==> src/rtl/spi_read_cache_pkg.sv <==
// Shared types and constants for the SPI read cache: FSM states, bus widths, counter saturation.
package neander_cache_pkg;

    localparam int ADDR_W = 16;
    localparam int DATA_W = 16;
    localparam logic [15:0] CNT_MAX = 16'hFFFF;

    typedef enum logic [1:0] {
        IDLE  = 2'd0,
        FETCH = 2'd1,
        WRITE = 2'd2,
        RESP  = 2'd3
    } cache_state_t;

    function automatic logic [15:0] sat_inc(input logic [15:0] v);
        return (v == CNT_MAX) ? v : v + 16'd1;
    endfunction

endpackage

==> src/rtl/spi_read_cache_if.sv <==
// req/ready memory port shared by the CPU side and the SPI controller side of the cache.
interface spi_read_cache_if;

    logic                                 req;
    logic                                 we;
    logic [neander_cache_pkg::ADDR_W-1:0] addr;
    logic [neander_cache_pkg::DATA_W-1:0] wdata;
    logic [neander_cache_pkg::DATA_W-1:0] rdata;
    logic                                 ready;

    modport master (output req, we, addr, wdata, input rdata, ready);
    modport slave  (input req, we, addr, wdata, output rdata, ready);

endinterface

==> src/rtl/spi_read_cache_store.sv <==
// Valid/tag/data arrays: combinational read, one fill port, 3-index invalidate, flush.
// Flush and invalidate take priority over a fill landing on the same edge.
module spi_cache_store
    import neander_cache_pkg::*;
#(
    parameter int LINES = 16,
    parameter int IDX_W = $clog2(LINES),
    parameter int TAG_W = ADDR_W - IDX_W
) (
    input  logic                  clk,
    input  logic                  reset,
    input  logic [IDX_W-1:0]      rd_idx,
    output logic                  rd_vld,
    output logic [TAG_W-1:0]      rd_tag,
    output logic [DATA_W-1:0]     rd_dat,
    input  logic                  fill_en,
    input  logic [IDX_W-1:0]      fill_idx,
    input  logic [TAG_W-1:0]      fill_tag,
    input  logic [DATA_W-1:0]     fill_dat,
    input  logic                  inv_en,
    input  logic [2:0][IDX_W-1:0] inv_idx,
    input  logic                  flush
);

    logic [LINES-1:0]  valid;
    logic [TAG_W-1:0]  tag_mem [LINES];
    logic [DATA_W-1:0] dat_mem [LINES];

    assign rd_vld = valid[rd_idx];
    assign rd_tag = tag_mem[rd_idx];
    assign rd_dat = dat_mem[rd_idx];

    always_ff @(posedge clk) begin
        if (reset || flush) begin
            valid <= '0;
        end else begin
            if (fill_en) begin
                valid[fill_idx] <= 1'b1;
            end
            if (inv_en) begin
                for (int i = 0; i < 3; i++) begin
                    valid[inv_idx[i]] <= 1'b0;
                end
            end
        end
    end

    // Payload arrays need no reset; valid gates every use.
    always_ff @(posedge clk) begin
        if (fill_en) begin
            tag_mem[fill_idx] <= fill_tag;
            dat_mem[fill_idx] <= fill_dat;
        end
    end

endmodule

==> src/rtl/spi_read_cache.sv <==
// Direct-mapped write-through read cache between the CPU port and the SPI memory controller.
// Read hit answers 1 cycle after the request; misses and writes wait for ds.ready; one transaction outstanding.
module spi_read_cache
    import neander_cache_pkg::*;
#(
    parameter int LINES = 16
) (
    input  logic               clk,
    input  logic               reset,
    spi_read_cache_if.slave    cpu,
    spi_read_cache_if.master   ds,
    input  logic               cache_en,
    input  logic               cache_flush,
    output logic [DATA_W-1:0]  hit_count,
    output logic [DATA_W-1:0]  miss_count
);

    localparam int IDX_W = $clog2(LINES);
    localparam int TAG_W = ADDR_W - IDX_W;

    cache_state_t state, state_nxt;

    logic [ADDR_W-1:0]     addr_q;
    logic [DATA_W-1:0]     wdata_q;
    logic [DATA_W-1:0]     rdata_q;
    logic                  ready_q;
    logic                  ds_req_q;
    logic                  ds_we_q;
    logic                  flushed;

    logic                  rd_vld;
    logic [TAG_W-1:0]      rd_tag;
    logic [DATA_W-1:0]     rd_dat;
    logic [IDX_W-1:0]      cpu_idx;
    logic [2:0][IDX_W-1:0] inv_idx;

    logic                  accept;
    logic                  is_hit;
    logic                  inv_en;
    logic                  fill_en;

    assign cpu_idx = cpu.addr[IDX_W-1:0];
    // Words at addr-1, addr and addr+1 all overlap the two written bytes.
    assign inv_idx = {cpu_idx + IDX_W'(1), cpu_idx, cpu_idx - IDX_W'(1)};

    spi_cache_store #(
        .LINES (LINES),
        .IDX_W (IDX_W),
        .TAG_W (TAG_W)
    ) u_store (
        .clk      (clk),
        .reset    (reset),
        .rd_idx   (cpu_idx),
        .rd_vld   (rd_vld),
        .rd_tag   (rd_tag),
        .rd_dat   (rd_dat),
        .fill_en  (fill_en),
        .fill_idx (addr_q[IDX_W-1:0]),
        .fill_tag (addr_q[ADDR_W-1:IDX_W]),
        .fill_dat (ds.rdata),
        .inv_en   (inv_en),
        .inv_idx  (inv_idx),
        .flush    (cache_flush)
    );

    always_ff @(posedge clk) begin
        if (reset) begin
            state <= IDLE;
        end else begin
            state <= state_nxt;
        end
    end

    always_comb begin
        state_nxt = state;
        case (state)
            IDLE: begin
                if (cpu.req) begin
                    if (cpu.we) begin
                        state_nxt = WRITE;
                    end else if (is_hit) begin
                        state_nxt = RESP;
                    end else begin
                        state_nxt = FETCH;
                    end
                end
            end
            FETCH, WRITE: begin
                if (ds.ready) begin
                    state_nxt = RESP;
                end
            end
            RESP:    state_nxt = IDLE;
            default: state_nxt = IDLE;
        endcase
    end

    // A flush seen any time during FETCH (including the ds.ready cycle) suppresses the fill.
    always_comb begin
        accept  = (state == IDLE) && cpu.req;
        is_hit  = accept && !cpu.we && cache_en && rd_vld
                  && (rd_tag == cpu.addr[ADDR_W-1:IDX_W]);
        inv_en  = accept && cpu.we;
        fill_en = (state == FETCH) && ds.ready && cache_en && !flushed && !cache_flush;
    end

    always_ff @(posedge clk) begin
        if (reset) begin
            ready_q    <= 1'b0;
            ds_req_q   <= 1'b0;
            ds_we_q    <= 1'b0;
            addr_q     <= '0;
            wdata_q    <= '0;
            rdata_q    <= '0;
            flushed    <= 1'b0;
            hit_count  <= '0;
            miss_count <= '0;
        end else begin
            ready_q  <= (state_nxt == RESP);
            ds_req_q <= (state_nxt == FETCH) || (state_nxt == WRITE);
            ds_we_q  <= (state_nxt == WRITE);
            if (accept) begin
                addr_q  <= cpu.addr;
                wdata_q <= cpu.wdata;
            end
            if (is_hit) begin
                rdata_q <= rd_dat;
            end else if ((state == FETCH) && ds.ready) begin
                rdata_q <= ds.rdata;
            end
            if (state == IDLE) begin
                flushed <= 1'b0;
            end else if (cache_flush) begin
                flushed <= 1'b1;
            end
            if (is_hit) begin
                hit_count <= sat_inc(hit_count);
            end
            if (accept && !cpu.we && !is_hit) begin
                miss_count <= sat_inc(miss_count);
            end
        end
    end

    assign cpu.ready = ready_q;
    assign cpu.rdata = rdata_q;
    assign ds.req    = ds_req_q;
    assign ds.we     = ds_we_q;
    assign ds.addr   = addr_q;
    assign ds.wdata  = wdata_q;

endmodule
==> src/flat_wrapper.sv <==
// flat-port wrapper written by rule: the top's interface ports become plain ports
module spi_read_cache_flat import neander_cache_pkg::*;
#(
    parameter int LINES = 16
)
  (clk, reset, cache_en, cache_flush, hit_count, miss_count, cpu_req, cpu_we, cpu_addr, cpu_wdata, cpu_rdata, cpu_ready, ds_req, ds_we, ds_addr, ds_wdata, ds_rdata, ds_ready);
  spi_read_cache_if cpu_i ();
  spi_read_cache_if ds_i ();
  input  logic clk;
  input  logic reset;
  input  logic cache_en;
  input  logic cache_flush;
  output logic [DATA_W-1:0] hit_count;
  output logic [DATA_W-1:0] miss_count;
  input wire logic [$bits(cpu_i.req)-1:0] cpu_req;
  input wire logic [$bits(cpu_i.we)-1:0] cpu_we;
  input wire logic [$bits(cpu_i.addr)-1:0] cpu_addr;
  input wire logic [$bits(cpu_i.wdata)-1:0] cpu_wdata;
  output wire logic [$bits(cpu_i.rdata)-1:0] cpu_rdata;
  output wire logic [$bits(cpu_i.ready)-1:0] cpu_ready;
  output wire logic [$bits(ds_i.req)-1:0] ds_req;
  output wire logic [$bits(ds_i.we)-1:0] ds_we;
  output wire logic [$bits(ds_i.addr)-1:0] ds_addr;
  output wire logic [$bits(ds_i.wdata)-1:0] ds_wdata;
  input wire logic [$bits(ds_i.rdata)-1:0] ds_rdata;
  input wire logic [$bits(ds_i.ready)-1:0] ds_ready;
  assign cpu_i.req = cpu_req;
  assign cpu_i.we = cpu_we;
  assign cpu_i.addr = cpu_addr;
  assign cpu_i.wdata = cpu_wdata;
  assign cpu_rdata = cpu_i.rdata;
  assign cpu_ready = cpu_i.ready;
  assign ds_req = ds_i.req;
  assign ds_we = ds_i.we;
  assign ds_addr = ds_i.addr;
  assign ds_wdata = ds_i.wdata;
  assign ds_i.rdata = ds_rdata;
  assign ds_i.ready = ds_ready;
  spi_read_cache #(.LINES(LINES)) u_core (.clk(clk), .reset(reset), .cpu(cpu_i), .ds(ds_i), .cache_en(cache_en), .cache_flush(cache_flush), .hit_count(hit_count), .miss_count(miss_count));
endmodule
==> config.mk <==
export PLATFORM = sky130hd
export DESIGN_NAME = spi_read_cache_flat
export DESIGN_NICKNAME = d
export VERILOG_FILES = /design/src/rtl/spi_read_cache_pkg.sv /design/src/rtl/spi_read_cache_if.sv /design/src/rtl/spi_read_cache_store.sv /design/src/rtl/spi_read_cache.sv /design/src/flat_wrapper.sv
export SDC_FILE = /design/constraint.sdc
export NUM_CORES = 1
export LEC_CHECK = 0
export BUFFER_PORTS_ARGS = -buffer_cell sky130_fd_sc_hd__buf_4
export CAP_MARGIN = 30
export CORE_ASPECT_RATIO = 1.5
export CORE_UTILIZATION = 50
export CTS_BUF_LIST = sky130_fd_sc_hd__clkbuf_4 sky130_fd_sc_hd__clkbuf_8 sky130_fd_sc_hd__clkbuf_16
export DETAILED_ROUTE_END_ITERATION = 6
export GPL_TIMING_DRIVEN = 0
export PLACE_DENSITY = 0.68
export SYNTH_ARGS = -nofsm -noshare
export SYNTH_HDL_FRONTEND = slang
export SYNTH_HIERARCHICAL = 1
export SYNTH_SLANG_ARGS = --single-unit
==> constraint.sdc <==
create_clock -name clk -period 7.3 [get_ports clk]
set_input_delay 0.365 -clock clk [delete_from_list [all_inputs] [get_ports clk]]
set_output_delay 0.365 -clock clk [all_outputs]
set_load 0.02 [all_outputs]
Word level (Yosys, flattened, before mapping) --
Memory sizes are Yosys's and may differ from the RTL's. Index checks and enable logic that the tools add are counted.
Word-level totals: flip-flop bits (word level) 102, RAM bits 448, input port bits 55, memories 2
Cells by class: add/subtract/negate cells 4, magnitude comparators 8, equal/unequal tests 9, mux-type cells 22, bitwise logic cells 9, reductions and logical operators 27
Memory list:
- u_core.u_store.dat_mem | depth 16, bits a word 16, rd ports 1, clocked after Yosys merged registers in 0, wr ports 1, line spi_read_cache_store.sv:27 | logic [DATA_W-1:0] dat_mem [LINES];
- u_core.u_store.tag_mem | depth 16, bits a word 12, rd ports 1, clocked after Yosys merged registers in 0, wr ports 1, line spi_read_cache_store.sv:26 | logic [TAG_W-1:0] tag_mem [LINES];
Operators by type and width (count):
- 16-bit 2-to-1 mux | 5
- 16-bit AND | 3
- 16-bit NOT | 3
- 16-bit by 1-bit adder with 16-bit output (second input constant) | 2
- 16-bit equality test (second input constant) | 2
- 4-bit by 5-bit < comparator with 1-bit output (second input constant) | 4
- 1-bit demux with 4-bit select | 4
- 4-bit by 1-bit >= comparator with 1-bit output (second input constant) | 4
- 16-bit OR | 1
- 1-bit logical AND | 15
- 12-bit equality test | 1
- 2-bit equality test (second input constant) | 4
- 2-bit 2-to-1 mux | 4
- 1-bit 2-to-1 mux | 7
- 2-bit case mux with 3 select lines | 1
- 4-bit by 1-bit adder with 4-bit output (second input constant) | 1
- 1-bit binary-select mux with 4-bit select | 1
- 2-bit by 1-bit equality test with 1-bit output (second input constant) | 2
- 1-bit logical NOT | 4
- 2-bit AND reduction | 2
- 2-bit OR reduction | 2
- 4-bit by 1-bit subtractor with 4-bit output (second input constant) | 1
- 2-bit logical NOT | 1
- 1-bit logical OR | 2
- other kinds (2) | 3

Longest topological paths before layout --
Gate-level depths: netlist (run 1).
depth after elaboration 12, depth in mapped cells 15, gate-level depth less buffers 10

Cells and area by module --
Netlist (run 1), hierarchy kept.
By module, submodules not included:
- spi_cache_store | times used 1, cells an instance 839, area an instance 18117.4 um^2, sequential area each 13773.2 um^2
- spi_read_cache | times used 1, cells an instance 506, area an instance 4100.2 um^2, sequential area each 1721.7 um^2

Worst setup path after synthesis (run 1) --
Ideal clock, no wire load.
path type register -> register, start point register u_core.state[1], end point memory u_core.u_store.dat_mem[8][0] (enable), library setup time 0.498 ns, arrival time 4.545 ns, data required time 6.802 ns, slack 2.257 ns, cell stages (with the launch flop) 9, buffers on the path 2, period minus slack after synthesis 5.043 ns, cells stage by stage dfxtp_1 > inv_1 > ha_1 > clkbuf_1 > nand2_1 > clkbuf_1 > nor2_1 > nand2b_1 > nor4b_1
On the way: word-level cells in the longest chain between the ends 7
Ends and longest elaborated chain:
- start, declared | line spi_read_cache.sv:21 | cache_state_t state, state_nxt;
- start signal, assigned | line spi_read_cache.sv:70 | state <= state_nxt;
- 2-bit by 1-bit equality test with 1-bit output | line spi_read_cache.sv:104 | fill_en = (state == FETCH) && ds.ready && cache_en && !flushed && !cache_flush;
- 1-bit logical AND (4 in series) | line spi_read_cache.sv:104
- named net u_core.fill_en | line spi_read_cache.sv:40 | logic fill_en;
- 1-bit 2-to-1 mux | line spi_read_cache_store.sv:50 | if (fill_en) begin
- 1-bit 2-to-1 mux (not written as such) | line spi_read_cache_store.sv:52 | dat_mem[fill_idx] <= fill_dat;
- end, declared | line spi_read_cache_store.sv:27
The timed path passes the listed nets, and every way through them passes these cells.

Worst setup path in the final report (run 1) --
start point input cpu_addr[1], end point register u_core.ds_req_q, in the netlist u_core/ds.req
RTL lines:
- start, declared | line flat_wrapper.sv:17 | input wire logic [$bits(cpu_i.addr)-1:0] cpu_addr;
- memory read 16 x 12 bit (*)
- named net u_core.rd_tag[5] | line spi_read_cache.sv:32 | logic [TAG_W-1:0] rd_tag;
- 12-bit equality test (*) | line spi_read_cache.sv:102 | && (rd_tag == cpu.addr[ADDR_W-1:IDX_W]);
- 1-bit logical AND (*) | line spi_read_cache.sv:102
- 2-bit 2-to-1 mux (*) | line spi_read_cache.sv:81 | end else if (is_hit) begin
- 2-bit 2-to-1 mux (*) | line spi_read_cache.sv:79 | if (cpu.we) begin
- 2-bit 2-to-1 mux (*) | line spi_read_cache.sv:78 | if (cpu.req) begin
- 2-bit case mux with 3 select lines (*) | line spi_read_cache.sv:76 | case (state)
- named net u_core.state_nxt[1] | line spi_read_cache.sv:21
- 2-bit by 1-bit equality test with 1-bit output / 2-bit equality test (equally long branches) | line spi_read_cache.sv:120 | ds_req_q <= (state_nxt == FETCH) || (state_nxt == WRITE);
- 1-bit logical OR (*) | line spi_read_cache.sv:120
- end signal, assigned | line spi_read_cache.sv:120
- end, declared | line spi_read_cache.sv:27 | logic ds_req_q;
Mark *: on every way through the listed nets, which the timed path passes. The rest lies on a longest branch. The select of a mux whose other input is x is not followed. A chain may end at the register's enable or synchronous reset.

==> results.ini, run 1 <==
[drt]
route.detailed.drc=0
dr.pass1.iters=5
drt_first_iter_violations=1223
top_layer=met5
drt-total-wl_um=55170
routed_via_density=6.107
vias=13340
ant_nets=0
wl_per_cell_um=25.26
dr_wl_met2_um=29240
met1_length_um=20440
wl_met3_um=3555

[placement]
post-place-ws_ps=2220
placedCellCount=2096
hpwlAfterDp_um=37800
place_area_um2=24540
portBuffers=136
place_congestion=0.8946

[yosys]
synth.yosys.seq_area_share_pct=69.74
synth-seq-cells=550
netlist_instances=1345
synth_cell_types=53
ys_top_cells_by_area=edfxtp_1 61%, mux4_2 11%, dfxtp_1 9.2%
yosysTopAreaCellShare_pct=60.55
avgSynthCellArea_um2=16.52
synth_edf_count=448
postSynthNetCount=1409
syn-cell-area_um2=22220
netlist.top_cell.by_area=edfxtp_1
ys_async_sr_fraction_pct=0
ys_warn_count=6
ys.flop_type=edfxtp_1

[sta]
post-route-min-period_ps=4559
rsz0062_at_grt=false
skew_ps=20.87
hold_violations=0
fin_ws_ps=2741
slew_violations=0
slew-limit-headroom_pct=32.47
worstMarginPinSlew_ps=1013
max_freq_mhz=219.3
fin_crit_sh_pct=62.45
setup_violations=0

[worst_setup_path]
critPathLaunchType=input port
crit_type=in2reg
cp_slowest_stage_delay_ps=550
crit_fanout=13
arrival_ps=5060
crit_slowest_cell=clkbuf_1
path_cells=buf_4, buf_4, buf_2, clkbuf_1, mux4_2, a22oi_1, nand2_1, xnor2_1, nor4b_1, and4_1, clkbuf_1, clkbuf_1, o221ai_1, nand2_1, ha_1, nor2_1
worstPathRequired_ps=7800
endpoint_kind=register
worst_path_most_repeated_cell=clkbuf_1

[global_route]
antenna_found_initial=1
first_global_vias=13790
grt_usage_pct=24.49
grt_pass1_wl_um=82430
overflow=0
grt_max_degree=23

[finish]
n_antenna_cell=0
final_nets=1635
layout-drive-gt1-share_pct=26.49
area_growth_pct=17.73
design_area_um2=26160
nFillCells=3235
fin_cells=2184

[outcome]
status=completed

[clock_network]
cts_root_buf=clkbuf_16
cts_sinks=550
htree_levels=2
cts_max_path_buffers=3
cts_tree=yes
clk_latency_ps=580
clkTransAtPathRegs_ps=60
post_cts_resized=0
postCtsSetupBuffers=0
ctsHoldBuffers=0
cts_inserted_buffers=49

[floorplan]
die_w_um=174.1
rows=94
ios=138
core-area_um2=43870
die_y_um=260.2
dieArea_um2=45300
start_util_pct=50.64

[power_and_ir_drop]
ir_drop_uv=171.4
leakagePower_nw=8.908
power_density_nw_per_um2=247.8

[flow_run]
drv_cap=0

[min_path]
min_path_type=in2reg

==> layout make-up <==
class                      instances  area, µm²  share of cell area [%]
tap                              576      720.7                   2.755
clock buffer                      66       1379                   5.271
buffer                            90      437.9                   1.674
clock inverter                    22      239.0                  0.9137
multi-input combinational        694       6337                   24.23
timing repair buffer             175       1506                   5.759
inverter                          11      41.29                  0.1579
sequential                       550      15490                   59.24
==> cell usage after synthesis (5+ instances only) <==
master    instances
a21oi_1          57
a22oi_1          58
a311oi_1         16
and3_1            5
and4b_1           6
buf_2            11
buf_6             9
clkbuf_1         63
dfxtp_1         102
edfxtp_1        448
ha_1              9
inv_1            11
mux2_2            8
mux4_2          113
nand2_1         125
nand2b_1          5
nand3_1          34
nand4_1          11
nand4b_1          6
nor2_1           46
nor2b_1          14
nor3_1           13
nor4_1            7
nor4b_1          18
nor4bb_1         19
o211a_1          12
o21ai_0           6
o31ai_1          28
or3_1             5
or4_1            17
xor2_1           12
==> cells by family (layout without fill, tap and decap cells) <==
| kind of cell | count (synthesis) | after routing | share of synthesized area (%) |
|---|---|---|---|
| AOI/OAI and AO/OA | 191 | 191 | 5.986 |
| xor gates and xnor gates | 16 | 16 | 0.6307 |
| adders and majority gates | 9 | 9 | 0.5069 |
| buffers and inverters | 101 | 364 | 2.157 |
| DFF | 550 | 550 | 69.74 |
| muxes | 125 | 125 | 12.26 |
| and+or+nand+nor | 353 | 353 | 8.718 |
==> worst max-delay path: cells and delay by family <==
| kind | cells | cell delay (ps) |
|---|---|---|
| buf+inv | 6 | 2200 |
| simple gates | 5 | 1110 |
| compound gates | 2 | 440 |
| mux | 1 | 410 |
| xor+xnor | 1 | 270 |
| fa+ha+maj | 1 | 240 |
==> placed cells by master, fill, tap and decap left out, types with 31 or more instances in the layout <==
| cell | count |
|---|---|
| clkbuf_16 | 49 |
| clkbuf_1 | 63 |
| nor2_1 | 40 |
| buf_6 | 31 |
| edfxtp_1 | 448 |
| a22oi_1 | 58 |
| dfxtp_1 | 102 |
| mux4_2 | 113 |
| nand3_1 | 34 |
| buf_4 | 148 |
| nand2_1 | 125 |
| a21oi_1 | 57 |
==> report_power, final <==
group | leakage, nW | switching (mW) | internal, mW
Combinational | 3.15 | 0.261 | 0.168
Sequential | 4.94 | 0.0370 | 3.42
Clock | 0.813 | 1.10 | 1.50
==> through the flow <==
stage                     power (mW)  TNS, ps  hold WS [ps]  utilization, %
after floorplan                3.764        0         463.9               -
after global placement         3.936  -144780         442.5           54.61
after detailed placement       3.951        0         447.4           55.94
after CTS                      6.528        0         25.13           59.62
after global routing           6.661        0         39.29           59.62
final                          6.482        0         51.68           59.62
==> final timing paths <==
path / depth (start not counted) / endpoint / from / slack (ps)
max: 16 / u_core/ds.req / cpu_addr[1] / 2740
min: 3 / u_core/ds.wdata[7] / cpu_wdata[7] / 50
min reg2reg: 2 / u_core/ds.wdata[2] / u_core/ds.wdata[2] / 460
max reg2reg: 11 / u_core/u_store/dat_mem[8][14] / u_core/state[1] / 3020
==> registers in the layout, indices dropped and copies added, names as in the netlist <==
register                cells
u_core/u_store/dat_mem    256
u_core/u_store/tag_mem    192
u_core/cpu.rdata           16
u_core/ds.addr             16
u_core/ds.wdata            16
u_core/hit_count           16
u_core/miss_count          16
u_core/u_store/valid       16
u_core/state                2
u_core/cpu.ready            1
u_core/ds.req               1
u_core/ds.we                1
u_core/flushed              1
==> layer usage <==
metal  up-vias  track usage (%)
li1       5872                -
met2       546            44.44
met5         -                0
met4         2            9.844
met1      6799            29.07
met3       119            3.772
No activity file was read; power rests on OpenSTA's default activity.
==> inputs of run 2 (changes only) <==
==> constraint.sdc (replaced) <==
create_clock -name clk -period 4.4 [get_ports clk]
set_input_delay 0.22 -clock clk [delete_from_list [all_inputs] [get_ports clk]]
set_output_delay 0.22 -clock clk [all_outputs]
set_load 0.02 [all_outputs]
==> results.ini, run 2 (synthesis results as in run 1) <==
[placement]
portBuffers=136
place_congestion=0.9058
placedCellCount=2092
hpwlAfterDp_um=37630

[worst_setup_path]
regToRegStartpoint=u_core/state[1]
reg2reg_slack_ps=170
cp_top_family=simple AND/OR/NAND/NOR gates
rr_endpoint=u_core/u_store/tag_mem[10][7]
crit_type=reg2reg
path_cells=inv_1, ha_1, clkbuf_1, nand2_1, clkbuf_1, nor2_1, nand3b_1, nor3b_2, buf_8, buf_6
arrival_ps=4500
crit_buf_inv=5
crit_slowest_cell=nor3b_2
r2r_cells=10
critPathLaunchType=register
worst_path_most_repeated_cell=clkbuf_1
worstPathRequired_ps=4670
cp_num_cells=10
endpoint_kind=register
crit_fanout=10
cp_slowest_stage_delay_ps=930

[global_route]
antenna_found_initial=1
grt_most_used_layer=met2
grt_pass1_wl_um=82910
first_global_vias=13700
grt_usage_pct=24.66
use_met2_pct=45.17
grt_max_degree=23
gr-usage-met3_pct=3.246
overflow=0
grtUsageMet1_pct=29.53

[clock_network]
cts_sinks=550
postCtsSetupBuffers=0
clk_latency_ps=570
cts_tree=yes
cts_root_buf=clkbuf_16
cts_max_path_buffers=3
cts_inserted_buffers=47
htree_levels=2
clkTransAtPathRegs_ps=60

[min_path]
worstHoldPathCells=3
min_path_type=in2reg
worstHoldStart=cpu_addr[3]
hold_path_end=u_core/ds.addr[3]

[sta]
rsz0062_at_grt=false
post-route-min-period_ps=4228
hold_violations=0
slew-limit-headroom_pct=30.42
max_freq_mhz=236.5
fin_crit_sh_pct=96.10
slew_violations=0
worstMarginPinSlew_ps=1039
skew_ps=14.78
setup_violations=0

[floorplan]
dieArea_um2=45300
die_y_um=260.2
core-area_um2=43870
rows=94
die_w_um=174.1
ios=138
start_util_pct=50.64

[power_and_ir_drop]
share_comb_of_total_power_pct=7.1
p_sw_share_pct=21.85
switchingPower_mw=2.319
leakagePower_nw=9.040
power_density_nw_per_um2=399.6
pwr-share-seq_pct=54.0
clkPwrFrac_pct=38.9
internal_power_mw=8.293
ir_drop_uv=251.3

[outcome]
status=completed

[finish]
final_nets=1676
largest_reg_flops=256
n_antenna_cell=0
largestRegisters=u_core/u_store/dat_mem: 256 flops, u_core/u_store/tag_mem: 192 flops
final_common_cell=edfxtp_1
area_growth_pct=19.54
fin_cells=2224
top_register=u_core/u_store/dat_mem
layout-drive-gt1-share_pct=25.36
final_cell_mix=448 x edfxtp_1, 138 x buf_4, 125 x nand2_1
final_core_util_pct=60.54
nFillCells=3166

[drt]
dr.pass1.iters=5
drt_first_iter_violations=1393
vias=13640
routed_via_density=6.132
drt-total-wl_um=55500
route.detailed.drc=0
ant_nets=0
wl_per_cell_um=24.96

[flow_run]
drv_cap=0

-- run 2: timing repair --
| action | in CTS | in global routing |
|---|---|---|
| hold endpoints to repair | 293 | 0 |
| setup endpoints to repair | 0 | 8 |
| resized for setup | 0 | 4 |
| hold buffers | 47 | 0 |
-- run 2: area by class of cell --
| type | instances | area (µm²) | area share, % |
|---|---|---|---|
| Sequential cell | 550 | 15490 | 58.34 |
| Inverter | 11 | 41.29 | 0.1555 |
| Tap cell | 576 | 720.7 | 2.714 |
| Buffer | 90 | 440.4 | 1.658 |
| Clock inverter | 30 | 282.8 | 1.065 |
| Multi-Input combinational cell | 694 | 6355 | 23.93 |
| Timing Repair Buffer | 218 | 1981 | 7.458 |
| Clock buffer | 55 | 1242 | 4.678 |
-- run 2: worst max-delay path by stage --
| stage | startpoint | endpoint | slack [ps] |
|---|---|---|---|
| detailed placement | cpu_addr[1] | u_core/ds.req | -560 |
| CTS | cpu_addr[1] | u_core/ds.req | 10 |
| global route | u_core/state[1] | u_core/u_store/tag_mem[10][7] | 100 |
| global placement | u_core/state[1] | u_core/u_store/dat_mem[10][10] | -3380 |
| floorplan | u_core/state[1] | u_core/u_store/dat_mem[4][0] | 230 |
| finish | u_core/state[1] | u_core/u_store/tag_mem[10][7] | 170 |
-- run 2: tightest hold or removal path: cells and delay by family --
kind	cells	cell delay [ps]
compound gates	1	50
simple gates	1	80
buf+inv	1	190
-- run 2: routing by layer --
layer | vias up | routed length, µm
li1 | 5957 | -
met3 | 131 | 3184
met4 | 2 | 1928
met1 | 6964 | 20870
met5 | - | 11
met2 | 584 | 29510
-- run 2: through the flow --
stage / cell area (µm²) / power, mW / hold WS, ps / TNS (ps) / setup WS [ps]
floorplan: 22230 / 6.246 / 318.9 / 0 / 228.8
global placement: 23970 / 6.532 / 442.7 / -898080 / -3380
detailed placement: 24560 / 6.557 / 447.7 / -6569 / -557.8
CTS: 26560 / 10.67 / 3.981 / 0 / 9.775
global route: 26560 / 10.92 / 11.58 / 0 / 97.41
finish: 26560 / 10.61 / 35.83 / 0 / 171.6
-- run 2: power groups by stage --
| stage | combinational [mW] | sequential, mW | clock (mW) |
|---|---|---|---|
| 3_5_place_dp | 0.712 | 5.85 | 0 |
| 3_3_place_gp | 0.692 | 5.84 | 0 |
| 5_1_grt | 0.803 | 5.73 | 4.38 |
| 6_report | 0.750 | 5.73 | 4.13 |
| 4_1_cts | 0.750 | 5.73 | 4.19 |
| 2_1_floorplan | 0.386 | 5.86 | 0 |
==> inputs of run 3 (changes only) <==
--- a/config.mk
+++ b/config.mk
@@ -8,6 +8,7 @@
 export BUFFER_PORTS_ARGS = -buffer_cell sky130_fd_sc_hd__buf_4
 export CAP_MARGIN = 30
 export CORE_ASPECT_RATIO = 1.5
+export CORE_MARGIN = 4
 export CORE_UTILIZATION = 50
 export CTS_BUF_LIST = sky130_fd_sc_hd__clkbuf_4 sky130_fd_sc_hd__clkbuf_8 sky130_fd_sc_hd__clkbuf_16
 export DETAILED_ROUTE_END_ITERATION = 6
==> results.ini, run 3 (synthesis results as in run 1) <==
[sta]
post-route-min-period_ps=4237
tns_ps=0
slew_violations=0
rsz0062_at_grt=false
slew-limit-headroom_pct=32.53
max_freq_mhz=236.0
fin_crit_sh_pct=96.31
skew_ps=18.62
setup_violations=0
hold_violations=0
worstMarginPinSlew_ps=1007

[worst_setup_path]
worstPathRequired_ps=4680
crit_type=reg2reg
arrival_ps=4510
critPathLaunchType=register
crit_fanout=10
endpoint_kind=register

[finish]
final_common_cell=edfxtp_1
final_cell_mix=448 x edfxtp_1, 140 x buf_4, 125 x nand2_1
top_register=u_core/u_store/dat_mem
area_growth_pct=20.32
n_antenna_cell=0
final_nets=1678
largestRegisters=u_core/u_store/dat_mem: 256 flops, u_core/u_store/tag_mem: 192 flops
layout-drive-gt1-share_pct=25.82
design_area_um2=26730
largest_reg_flops=256
final_core_util_pct=60.94

[clock_network]
cts_inserted_buffers=49
htree_levels=2
cts_max_path_buffers=3
cts_sinks=550
cts_root_buf=clkbuf_16
cts_tree=yes
clk_latency_ps=580
clkTransAtPathRegs_ps=60

[floorplan]
ios=138
rows=94
core-area_um2=43870
die_y_um=266.2
start_util_pct=50.64
dieArea_um2=47940
die_w_um=180.1

[power_and_ir_drop]
leakagePower_nw=9.101
ir_drop_uv=282.1
p_sw_share_pct=21.93
switchingPower_mw=2.389
internal_power_mw=8.502
pwr-share-seq_pct=52.6
power_density_nw_per_um2=407.4
clkPwrFrac_pct=40.4
share_comb_of_total_power_pct=6.9

[placement]
portBuffers=136
place_congestion=0.8906
place_area_um2=24570
hpwlAfterDp_um=38460

[drt]
drt_first_iter_violations=1416
drt-total-wl_um=56740
ant_nets=0
wl_per_cell_um=25.45
routed_via_density=6.182
vias=13790
dr.pass1.iters=5
route.detailed.drc=0

[min_path]
min_path_type=in2reg

[flow_run]
drv_cap=0

[global_route]
first_global_vias=14000
overflow=0
antenna_found_initial=0
grt_max_degree=23
grt_usage_pct=23.61
grt_pass1_wl_um=86530

[outcome]
status=completed

==> run 3: changes by cell type in the layout (fill, tap and decap cells not counted), moves of 3 or more <==
| cell | before | now |
|---|---|---|
| clkinv_2 | 10 | 7 |
| buf_16 | 3 | 6 |
| buf_12 | 4 | 1 |
| buf_6 | 34 | 29 |
| clkinvlp_4 | 3 | 7 |
| clkinvlp_2 | 0 | 3 |
==> run 3: power groups by stage <==
stage	combinational (mW)	sequential, mW	clock [mW]
2_1_floorplan	0.386	5.86	0
3_3_place_gp	0.695	5.84	0
3_5_place_dp	0.715	5.84	0
4_1_cts	0.754	5.73	4.47
5_1_grt	0.809	5.74	4.72
6_report	0.756	5.73	4.40
==> run 3: cell type report <==
cell class | count | area (µm²)
Clock inverter | 35 | 385.4
Multi-Input combinational cell | 694 | 6361
Clock buffer | 56 | 1285
Inverter | 11 | 41.29
Fill cell | 3137 | 17140
Sequential cell | 550 | 15490
Timing Repair Buffer | 218 | 2002
Buffer | 90 | 442.9
Tap cell | 576 | 720.7
==> run 3: worst paths after layout <==
kind	slack [ps]	cells after the start	startpoint	endpoint
setup reg to reg	160	10	u_core/state[1]	u_core/u_store/tag_mem[10][6]
hold / removal	30	3	cpu_addr[2]	u_core/ds.addr[2]
hold reg to reg	460	2	u_core/ds.wdata[15]	u_core/ds.wdata[15]
setup / recovery	160	10	u_core/state[1]	u_core/u_store/tag_mem[10][6]
==> run 3: metal layers <==
layer	vias to the layer above	global-route usage (%)	routed length, µm
li1	5963	-	-
met1	7004	28.99	20620
met2	674	42.38	29860
met3	144	3.824	4065
met4	0	8.834	2196
met5	-	0	0
==> run 3: repair_timing <==
action	4_1_cts	5_1_grt
setup buffers	0	0
hold buffers	48	0
endpoints found under the hold margin	294	0
resized for setup	0	9
endpoints found under the setup margin	0	19
==> run 3: metrics by stage <==
step	std cells	power [mW]	setup WS, ps	hold slack, ps
after global routing	2230	11.27	8.978	29.32
after CTS	2230	10.96	16.20	9.852
after global placement	2057	6.534	-3329	444.8
after detailed placement	2091	6.559	-586.6	448.2
after floorplan	1345	6.246	228.8	318.9
final	2230	10.89	162.5	34.08
==> run 3: critical path: stages, from the launching register on <==
cell      delay (ps)
dfxtp_1          320
inv_1            110
ha_1             230
clkbuf_1         430
nand2_1          410
clkbuf_1         450
nor2_1           340
nand3b_1         320
nor3b_2          890
buf_8            240
buf_6            180
